File: src/rtl/lab_10_2_2_tx.sv
// lab_10_2_2_tx: buffered return-to-zero command transmitter for the lab 10 receiver
module lab_10_2_2_tx #(
    parameter int HOLD  = 1,
    parameter int GAP   = 1,
    parameter int DEPTH = 4
) (
    input  logic                     clk,
    input  logic                     reset,
    input  logic                     cmd_valid,
    input  logic [1:0]               cmd,
    output logic                     cmd_ready,
    output logic [1:0]               code,
    output logic                     busy,
    output logic                     mirror,
    output logic [$clog2(DEPTH):0]   level
);
    localparam int PW   = $clog2(DEPTH);
    localparam int LW   = PW + 1;
    localparam int MAXC = (HOLD > GAP) ? HOLD : GAP;
    localparam int CW   = (MAXC > 1) ? $clog2(MAXC) : 1;

    typedef enum logic [1:0] {S_IDLE, S_SEND, S_GAP} state_t;

    state_t          state_q, state_d;
    logic [CW-1:0]   cnt_q, cnt_d;
    logic [1:0]      code_q, code_d;
    logic            mirror_q, mirror_d;
    logic [PW-1:0]   wp_q, wp_d, rp_q, rp_d;
    logic [LW-1:0]   level_q, level_d;
    logic [1:0]      mem_q [DEPTH];
    logic            push, pop;

    assign cmd_ready = (level_q != LW'(DEPTH)) && !reset;
    assign push      = cmd_valid && cmd_ready && (cmd != 2'b00);
    assign code      = code_q;
    assign mirror    = mirror_q;
    assign level     = level_q;
    assign busy      = (state_q != S_IDLE) || (level_q != '0);

    // Symbol sequencing: pop into SEND, hold HOLD cycles, then GAP cycles of 00
    always_comb begin
        state_d  = state_q;
        cnt_d    = cnt_q;
        code_d   = code_q;
        mirror_d = mirror_q;
        pop      = 1'b0;
        case (state_q)
            S_IDLE: pop = level_q != '0;
            S_SEND: begin
                if (cnt_q != '0) begin
                    cnt_d = cnt_q - CW'(1);
                end else begin
                    code_d   = 2'b00;
                    cnt_d    = CW'(GAP - 1);
                    mirror_d = (code_q == 2'b01) ? 1'b0 : (code_q == 2'b11) ? 1'b1 : ~mirror_q;
                    state_d  = S_GAP;
                end
            end
            S_GAP: begin
                if (cnt_q != '0) begin
                    cnt_d = cnt_q - CW'(1);
                end else begin
                    pop     = level_q != '0;
                    state_d = S_IDLE;
                end
            end
            default: state_d = S_IDLE;
        endcase
        if (pop) begin
            code_d  = mem_q[rp_q];
            cnt_d   = CW'(HOLD - 1);
            state_d = S_SEND;
        end
    end

    // FIFO pointer and occupancy bookkeeping
    always_comb begin
        wp_d    = push ? wp_q + PW'(1) : wp_q;
        rp_d    = pop ? rp_q + PW'(1) : rp_q;
        level_d = level_q + LW'(push) - LW'(pop);
    end

    // State registers; reset discards queued commands and any symbol in flight
    always_ff @(posedge clk) begin
        if (reset) begin
            state_q  <= S_IDLE;
            cnt_q    <= '0;
            code_q   <= 2'b00;
            mirror_q <= 1'b0;
            wp_q     <= '0;
            rp_q     <= '0;
            level_q  <= '0;
        end else begin
            state_q  <= state_d;
            cnt_q    <= cnt_d;
            code_q   <= code_d;
            mirror_q <= mirror_d;
            wp_q     <= wp_d;
            rp_q     <= rp_d;
            level_q  <= level_d;
        end
    end

    // FIFO storage; contents need no reset since level gates every read
    always_ff @(posedge clk) begin
        if (push) mem_q[wp_q] <= cmd;
    end
endmodule

File: config.mk
export PLATFORM = sky130hd
export DESIGN_NAME = lab_10_2_2_tx
export DESIGN_NICKNAME = d
export VERILOG_FILES = /design/src/rtl/lab_10_2_2_tx.sv
export SDC_FILE = /design/constraint.sdc
export NUM_CORES = 1
export LEC_CHECK = 0
export CAP_MARGIN = 0
export CELL_PAD_IN_SITES_DETAIL_PLACEMENT = 1
export CELL_PAD_IN_SITES_GLOBAL_PLACEMENT = 1
export CORE_UTILIZATION = 47
export DETAILED_ROUTE_END_ITERATION = 8
export DONT_BUFFER_PORTS = 1
export PLACE_DENSITY = 0.73
export SYNTH_ARGS = -nofsm -noshare
export SYNTH_HDL_FRONTEND = slang
export SYNTH_SLANG_ARGS = --single-unit
export TNS_END_PERCENT = 1
File: constraint.sdc
create_clock -name clk -period 3 [get_ports clk]
set_clock_uncertainty 0.05 [all_clocks]
set_input_delay 0.3 -clock clk [delete_from_list [all_inputs] [get_ports clk]]
set_output_delay 0.3 -clock clk [all_outputs]
set_load 0.02 [all_outputs]
; ---- After elaboration in Yosys (flattened, before gate mapping)
; Memory sizes are Yosys's and may differ from the RTL's. A register that Yosys moved wholly into a read port is not among the register bits.
; Index checks and enable logic that the tools add are counted.
; Widths: inputs -> output; s select.
[totals]
regBits = 13
latch_bits = 0
mem_bits_rw = 8
mem_bits_ro = 0
out_inout_bits = 8
elab_cells = 59
mem_count = 1
[mem_list]
columns = memory, words, width, rd, rd_ports_with_merged_regs, write_ports, line_no
row1 = mem_q, 4, 2, 1, 1, 1, 30  ; logic [1:0] mem_q [DEPTH];
[op_classes]
n_addsub = 5
multipliers = 0
div_mod_pow = 0
order_cmp = 0
eq_ne = 11
shifts = 0
n_mux = 15
bitwise_logic = 3
reduce_logical = 16
[op_table]
columns = op, count
row1 = $mux 2, 6
row2 = $ne 3x3->1 const B, 3
row3 = $mux 1, 7
row4 = $ne 2x2->1 const B, 3
row5 = $pmux 2 s3, 1
row6 = $reduce_and 3->1, 2
row7 = $reduce_bool 2->1, 3
row8 = $add 2x1->2 const B, 2
row9 = $eq 2x1->1 const B, 2
row10 = $eq 2x2->1 const B, 2
row11 = $reduce_and 2->1, 2
row12 = $reduce_or 2->1, 2
row13 = $add 3x1->3, 1
row14 = $logic_and 1x1->1, 3
row15 = $not 1->1, 3
row16 = $reduce_bool 3->1, 1
row17 = $sub 3x1->3, 1
row18 = $logic_not 2->1, 1
row19 = $ne 2x1->1 const B, 1
row20 = $pmux 1 s2, 1
row21 = $logic_not 1->1, 1
row22 = $logic_or 1x1->1, 1
row23 = $sub 1x1->1 const B, 1

; ---- Logic depth before layout (Yosys ltp)
; Gate-level depths: netlist (run 1).
[depth]
ltp_word = 6
mapped_depth = 11

; ---- Worst setup path after synthesis (run 1)
; OpenSTA, ideal clock, no wires.
[synth_timing]
kind = reg2reg
startpoint = register level_q[1], in the netlist level[1]
endpoint = register level_q[2], in the netlist level[2]
setup_time_ns = 0.078
arrival_time_ns = 2.389
slack_ns = 0.484
path_stages_with_launch = 12
path_buffers = 0
synth_period_minus_slack_ns = 2.516
path_cell_list = dfxtp_1 nor2_1 a211oi_4 inv_1 ha_1 inv_1 ha_1 inv_1 fa_1 xor2_1 and2_2 nor3_1
[synth_via]
elab_chain_cells = 6
word_cells_on_any_way = 9
classes_between = add/sub: 2 / eq/ne: 1 / mux: 2 / reduce/logical: 4
[synth_rtl]
columns = element, line_no
row1 = "start, declared", 29  ; logic [LW-1:0] level_q, level_d;
row2 = "start signal, assigned", 100  ; level_q <= level_d;
row3 = $ne 3x3->1, 33  ; assign cmd_ready = (level_q != LW'(DEPTH)) && !reset;
row4 = $logic_and 1x1->1, 33
row5 = $logic_and 1x1->1 (2 in series), 34  ; assign push = cmd_valid && cmd_ready && (cmd != 2'b00);
row6 = $add 3x1->3, 80  ; level_d = level_q + LW'(push) - LW'(pop);
row7 = $sub 3x1->3 *, 80
; Mark *: on every way between the ends. The rest lies on a longest branch, timed or not.
; A chain may end at the register's enable or synchronous reset.

; ---- Worst setup path in the final report (run 1)
[layout_timing]
startpoint = register level_q[0], in the netlist level[0]
endpoint = register level_q[2], in the netlist level[2]
; The elaborated chain is that of the path after synthesis.

==> results of run 1 <==
==> power groups by stage <==
stage / registers (mW) / clock network, mW / logic (mW)
finish: 0.493 / 0.132 / 0.321
floorplan: 0.493 / 0 / 0.248
global route: 0.506 / 0.146 / 0.362
CTS: 0.494 / 0.140 / 0.328
detailed placement: 0.501 / 0 / 0.324
global placement: 0.498 / 0 / 0.306
==> layout by cell type (no fill, tap or decap), types with 2 or more instances in the layout <==
cell type | netlist | layout
and2_1 | 4 | 4
dlygate4sd3_1 | 0 | 2
ha_1 | 6 | 6
nor3_1 | 3 | 3
dfxtp_1 | 14 | 14
nand3_1 | 2 | 2
nor2_1 | 8 | 8
edfxtp_1 | 8 | 8
nor2b_1 | 2 | 2
o2bb2ai_1 | 2 | 2
inv_1 | 7 | 7
a21oi_1 | 4 | 4
nand2_1 | 2 | 2
clkbuf_4 | 0 | 3
mux4_2 | 2 | 2
==> metrics by stage <==
| stage | total power [mW] | utilization |
|---|---|---|
| floorplan | 0.741 | - |
| global route | 1.01 | 0.567 |
| CTS | 0.963 | 0.562 |
| finish | 0.946 | 0.567 |
| detailed placement | 0.824 | 0.542 |
| global placement | 0.804 | 0.542 |
==> cell usage after synthesis <==
library cell	count
inv_1	7
a21oi_1	4
nor3_2	1
o21ai_0	1
nand3_1	2
o21ai_1	1
mux2_1	1
nand2_1	2
o31ai_1	1
o2bb2ai_1	2
ha_1	6
mux4_2	2
fa_1	1
nor2_1	8
dfxtp_1	14
nor2b_1	2
xor2_1	1
buf_2	1
mux2i_1	1
or3_1	1
edfxtp_1	8
nand2b_1	1
nor3_1	3
and2_1	4
and2_2	1
or4_1	1
a211oi_1	1
a211oi_4	1
==> worst max-delay path, stage by stage, from the launching register on <==
cell	delay, ns
dfxtp_1	0.53
nor2_1	0.15
a211oi_4	0.39
inv_1	0.09
ha_1	0.30
inv_1	0.06
ha_1	0.14
inv_1	0.05
fa_1	0.37
xor2_1	0.16
and2_2	0.19
nor3_1	0.12
==> worst paths after layout <==
path / start / end / cells past startpoint
setup / recovery: level[0] / level[2] / 11
hold reg to reg: rp_q[1] / rp_q[1] / 2
setup reg to reg: level[0] / level[2] / 11
hold / removal: reset / level[1] / 1
==> final cells by class <==
| cell class | count | area, µm² |
|---|---|---|
| fill | 199 | 779 |
| sequential | 22 | 520 |
| multi-input combinational | 49 | 390 |
| tap | 25 | 31.3 |
| timing repair buffer | 3 | 27.5 |
| clock buffer | 4 | 26.3 |
| inverter | 7 | 26.3 |
==> cells by family (layout without fill, tap and decap cells) <==
family	after synthesis	after routing	share of synthesized area
compound gates	11	11	0.0877
xor+xnor	1	1	0.00930
fa+ha+maj	7	7	0.101
buf+inv	8	14	0.0332
flops	22	22	0.552
mux	4	4	0.0704
simple gates	26	26	0.146
==> sequential cells by signal, summed over array words and instances (netlist names), named ones only <==
signal	cells
mirror	1
mem_q	8
rp_q	2
state_q	2
wp_q	2
code	2
level	3
==> timing repair <==
item / 4_1_cts / 5_1_grt
buffers inserted: 0 / 0
endpoints found under the hold margin: 3 / 1
resized for setup: 0 / 0
hold buffers: 1 / 1
==> routing by layer <==
| layer | up-vias | wire length, µm | track usage |
|---|---|---|---|
| li1 | 288 | - | - |
| met1 | 287 | 731 | 0.217 |
| met2 | 10 | 769 | 0.272 |
| met3 | 2 | 56 | 0.0308 |
| met4 | 0 | 6 | 0.0514 |
| met5 | - | 0 | 0 |
==> run metrics, run 1 <==
max_cap viols 0; Num CTS Buffers 3; 1st-iter DRT viols 0; hold slack 0.0172 ns; DRC 0; Ports 13; worst-path fanout max 7; power per cell area a little over 900 mW/mm²; Final Max Tran Viols 0; synth top area cells dfxtp_1 (30%), edfxtp_1 (25%), ha_1 (8.0%), mux4_2 (4.8%), nor2_1 (3.2%); Unique masters post-synth 28; ant diodes 0; worst setup margin 0.343 ns; Critical Path Source Type flip-flop; crit share post-route 0.886; Std-Cell Rows 15; clock sink count 22; RSZ-0062 raised after global routing false; endpoints failing setup 0; leading area contributor after synthesis dfxtp_1; Post-Syn Area per Cell 11.9 µm²; pin count of the biggest net entering global routing 13; Slew HR 0.701; Yosys top cell area share 0.297; pre-CTS setup slack 0.333 ns; total internal power roughly 0.58 mW; Cells after DPL 104; Worst Hold Class in2reg; Die Span X 46.8 µm; #FFs+latches synth 22; Buffers on Ports 0; antenna-violating nets left 0; CTS tree built; Finished Cell Area 0.00102 mm²; register area share after synthesis 0.552; critical path arrival 2.83 ns; sw power 0.367 mW; Fin Setup TNS 0 ns; Post-Route WL 1560 µm; Placer Congestion 0.657; Clock Path Buffers 2; Net Count, Synth 91; Detailed Place HPWL 1220 µm; cell count after synthesis 79; Area Growth Syn to Fin 8.50%; GRT Resource Usage Total 0.164; first-pass GRT wire length between 2000 and 2500 µm; setup slack of the most critical reg-to-reg path around 0.34 ns; CP Class reg2reg; Worst Path Required 3.17 ns; Net Sw Frac 0.388; sequential power share 0.521; Die ar. roughly 0.0022 mm²; combinational power share 0.339; WL/cell about 14 µm; initial core utilization 0.523; Cell Area, Placed 976 µm²; Remaining Overflow, GRT 0; clock power share 0.140; H-tree depth 1; yosys warns 0; 1st-pass router iterations 1; CP endpoint kind flip-flop; Fmax achieved 376 MHz; final net count 98; fraction of layout cells with a size suffix above 1 0.106; Final Non-Filler Cells 110; leakage 0.382 nW; post-synthesis cell area around 940 µm²; VDD IR max 0.000465 V; total core area 0.00180 mm²; Vias approximately 600; outcome finished, final reports clean; worst skew pair latency a little under 0.3 ns; Final Hold Viols 0; clock slew at the register clock pins of the worst setup and hold paths 0.11 ns; post-layout min period ~2.7 ns; initial antenna violation count 0; Via density 5.34; Die Ht roughly 47 µm; Slew @ Worst Pin 0.449 ns; clock root buffer clkbuf_4; vias in the first global route 581
(Power assumes the default switching activity.)
==> run 2: changes to the inputs <==
- GPL_ROUTABILITY_DRIVEN: unset -> 0
==> results of run 2 <==
Final layout, timing and power as in run 1 (identical DEF).
==> run 3: changes to the inputs <==
- GPL_ROUTABILITY_DRIVEN: 0 -> unset
==> results of run 3 <==
Final layout, timing and power as in run 1 (identical DEF).
==> patch: new RTL, settings of run 2 <==
Encoding of `state_t`: now one-hot (3 bits for 3 states).
--- a/src/rtl/lab_10_2_2_tx.sv
+++ b/src/rtl/lab_10_2_2_tx.sv
@@ -20,5 +20,5 @@
     localparam int CW   = (MAXC > 1) ? $clog2(MAXC) : 1;
 
-    typedef enum logic [1:0] {S_IDLE, S_SEND, S_GAP} state_t;
+    typedef enum logic [2:0] {S_IDLE = 3'b001, S_SEND = 3'b010, S_GAP = 3'b100} state_t;
 
     state_t          state_q, state_d;
Check against the original RTL: same outputs for any inputs over 10 cycles, from zero or initial values and one cycle with reset high; not proved beyond that.
==> patch against run 2 <==
- via count grew 3.2%
- sequential power is essentially flat
- global-route usage shrank 0.059 points
- final area grew 4.3%
- core utilization shrank 2.9 points
- count of clock-buffer cells in the layout shrank 1
- first-iteration DRC count grew 7
- sequential cell count grew 1
- power grew 2.4%
- routed wire length shrank 3.7%
- synthesized area grew 5.6%
- setup slack gained 0.013 ns
- clock power grew 5%
==> patch: results (changes against run 2) <==
[route]
vias_per_cell=5.09  ; -4.6%
drt_iter0_drc=7  ; +7
drt_wl_total_mm=1.51  ; -3.7%
drt-pass1-iter-count=3  ; +2
vias=606  ; +3.2%

[sta]
fin_setup_tns_ns=0  ; unchanged
tightest_slew_ns=0.492  ; +0.0429 ns

[layout]
fillers=198  ; -0.50%
drive_gt1_frac=0.120  ; +0.0137
antenna_cells=0  ; unchanged
regMostFlops=mem_q

[logic_synthesis]
synth.area.top_cells=dfxtp_1 30%, edfxtp_1 24%, ha_1 7.5%
async_flop_share=0  ; unchanged
synth_edf_count=8  ; unchanged
syn_nets=100  ; +9.9%
syn_inst=88  ; +11%
synth_commonest_cells=15 x dfxtp_1, 12 x nor2_1, 8 x edfxtp_1
ys_types=28  ; unchanged
yosysWarnings=0  ; unchanged
ys_seq_area_frac=0.543  ; -0.00906

[grt]
grt_pass1_wl_mm=2.43  ; -1.7%
antenna_found_initial=0  ; unchanged
grt_use_total=0.163  ; -0.000586
grt_max_degree=14  ; +1
grt_pass1_vias=593  ; +2.1%

[power]
peakVddDrop_mv=0.532  ; +14%
switchingPower_w=0.000369  ; +0.40%
power_per_cell_area_nw_per_um2=909  ; -1.8%
power.leakage_nw=0.398  ; +4.2%

[worst_hold_path]
hold_class=in -> reg

[status]
status=completed

[clock_network]
cts_resized=0  ; unchanged
numCtsBuffers=3  ; unchanged
clk_pin_slew_worst_paths_ns=0.12
insertion_delay_ns=0.30

[place]
place_area_sq_um=1030  ; +5.4%
io_buffers=0  ; unchanged
place_hpwl_mm=1.12  ; -8.1%
dp.cells=114  ; +9.6%

[critical_path]
arrival_ns=2.78  ; -0.05 ns
cp_max_fo=6  ; -1

==> patch: path summary, 6_finish.rpt <==
path	startpoint	endpoint	slack, ns	depth (start not counted)
max	level[2]$_SDFF_PP0_	level[2]$_SDFF_PP0_	0.36	11
min	cmd[1]	mem_q[0][1]$_DFFE_PP_	0.03	0
max reg2reg	level[2]$_SDFF_PP0_	level[2]$_SDFF_PP0_	0.36	11
min reg2reg	rp_q[1]$_SDFFE_PP0P_	flop	0.46	2
==> patch: logic make-up after synthesis <==
family	Yosys count	share of synthesized area
AO/OA/AOI/OAI	10	0.0629
XOR/XNOR	5	0.0440
multiplexers	3	0.0553
adder cells (fa/ha/maj)	7	0.0956
AND/OR/NAND/NOR	31	0.165
flip-flops	23	0.543
buffers and inverters	9	0.0340
==> patch: metal layers <==
| layer | up-vias | track usage | part of all wire |
|---|---|---|---|
| li1 | 305 | - | - |
| met1 | 291 | 0.190 | 0.47 |
| met2 | 8 | 0.270 | 0.50 |
| met3 | 2 | 0.0377 | 0.026 |
| met4 | 0 | 0.100 | 0.0073 |
| met5 | - | 0 | 0 |
==> patch: through the flow <==
stage / setup WS, ns / total power (W) / util
floorplan: 0.522 / 0.000774 / -
global placement: 0.432 / 0.000826 / 0.519
detailed placement: 0.390 / 0.000840 / 0.519
CTS: 0.341 / 0.000987 / 0.538
global route: 0.159 / 0.00106 / 0.538
finish: 0.356 / 0.000969 / 0.538
==> patch: final cells by class <==
cell class | instances | area [sq um] | share of cell area
inverters | 7 | 26.3 | 0.0246
repair buffers | 2 | 17.5 | 0.0164
well taps | 27 | 33.8 | 0.0317
flip-flops and latches | 23 | 541 | 0.507
multi-input cells | 56 | 420 | 0.394
clock buffers | 3 | 22.5 | 0.0211
clock inverters | 1 | 5.00 | 0.00469
==> patch: power by group through the flow <==
stage | clock network [W] | registers, W | logic, W
6_report | 0.000138 | 0.000493 | 0.000337
4_1_cts | 0.000147 | 0.000495 | 0.000345
5_1_grt | 0.000155 | 0.000511 | 0.000391
3_5_place_dp | 0 | 0.000502 | 0.000338
3_3_place_gp | 0 | 0.000499 | 0.000327
2_1_floorplan | 0 | 0.000485 | 0.000289
==> patch: repair_timing <==
action                                 in CTS  in global routing
endpoints found under the hold margin      14                  0
hold buffers                                1                  0
setup endpoints to repair                   0                  0
==> patch: critical path, cell delays in order (launching register included) <==
cell and delay [ns]:
dfxtp_1 0.56, nor3_1 0.17, or3_4 0.43, inv_2 0.11
ha_1 0.24, inv_1 0.06, ha_1 0.13, inv_1 0.04
fa_1 0.36, xor2_1 0.18, xnor2_1 0.14, nor2_1 0.05
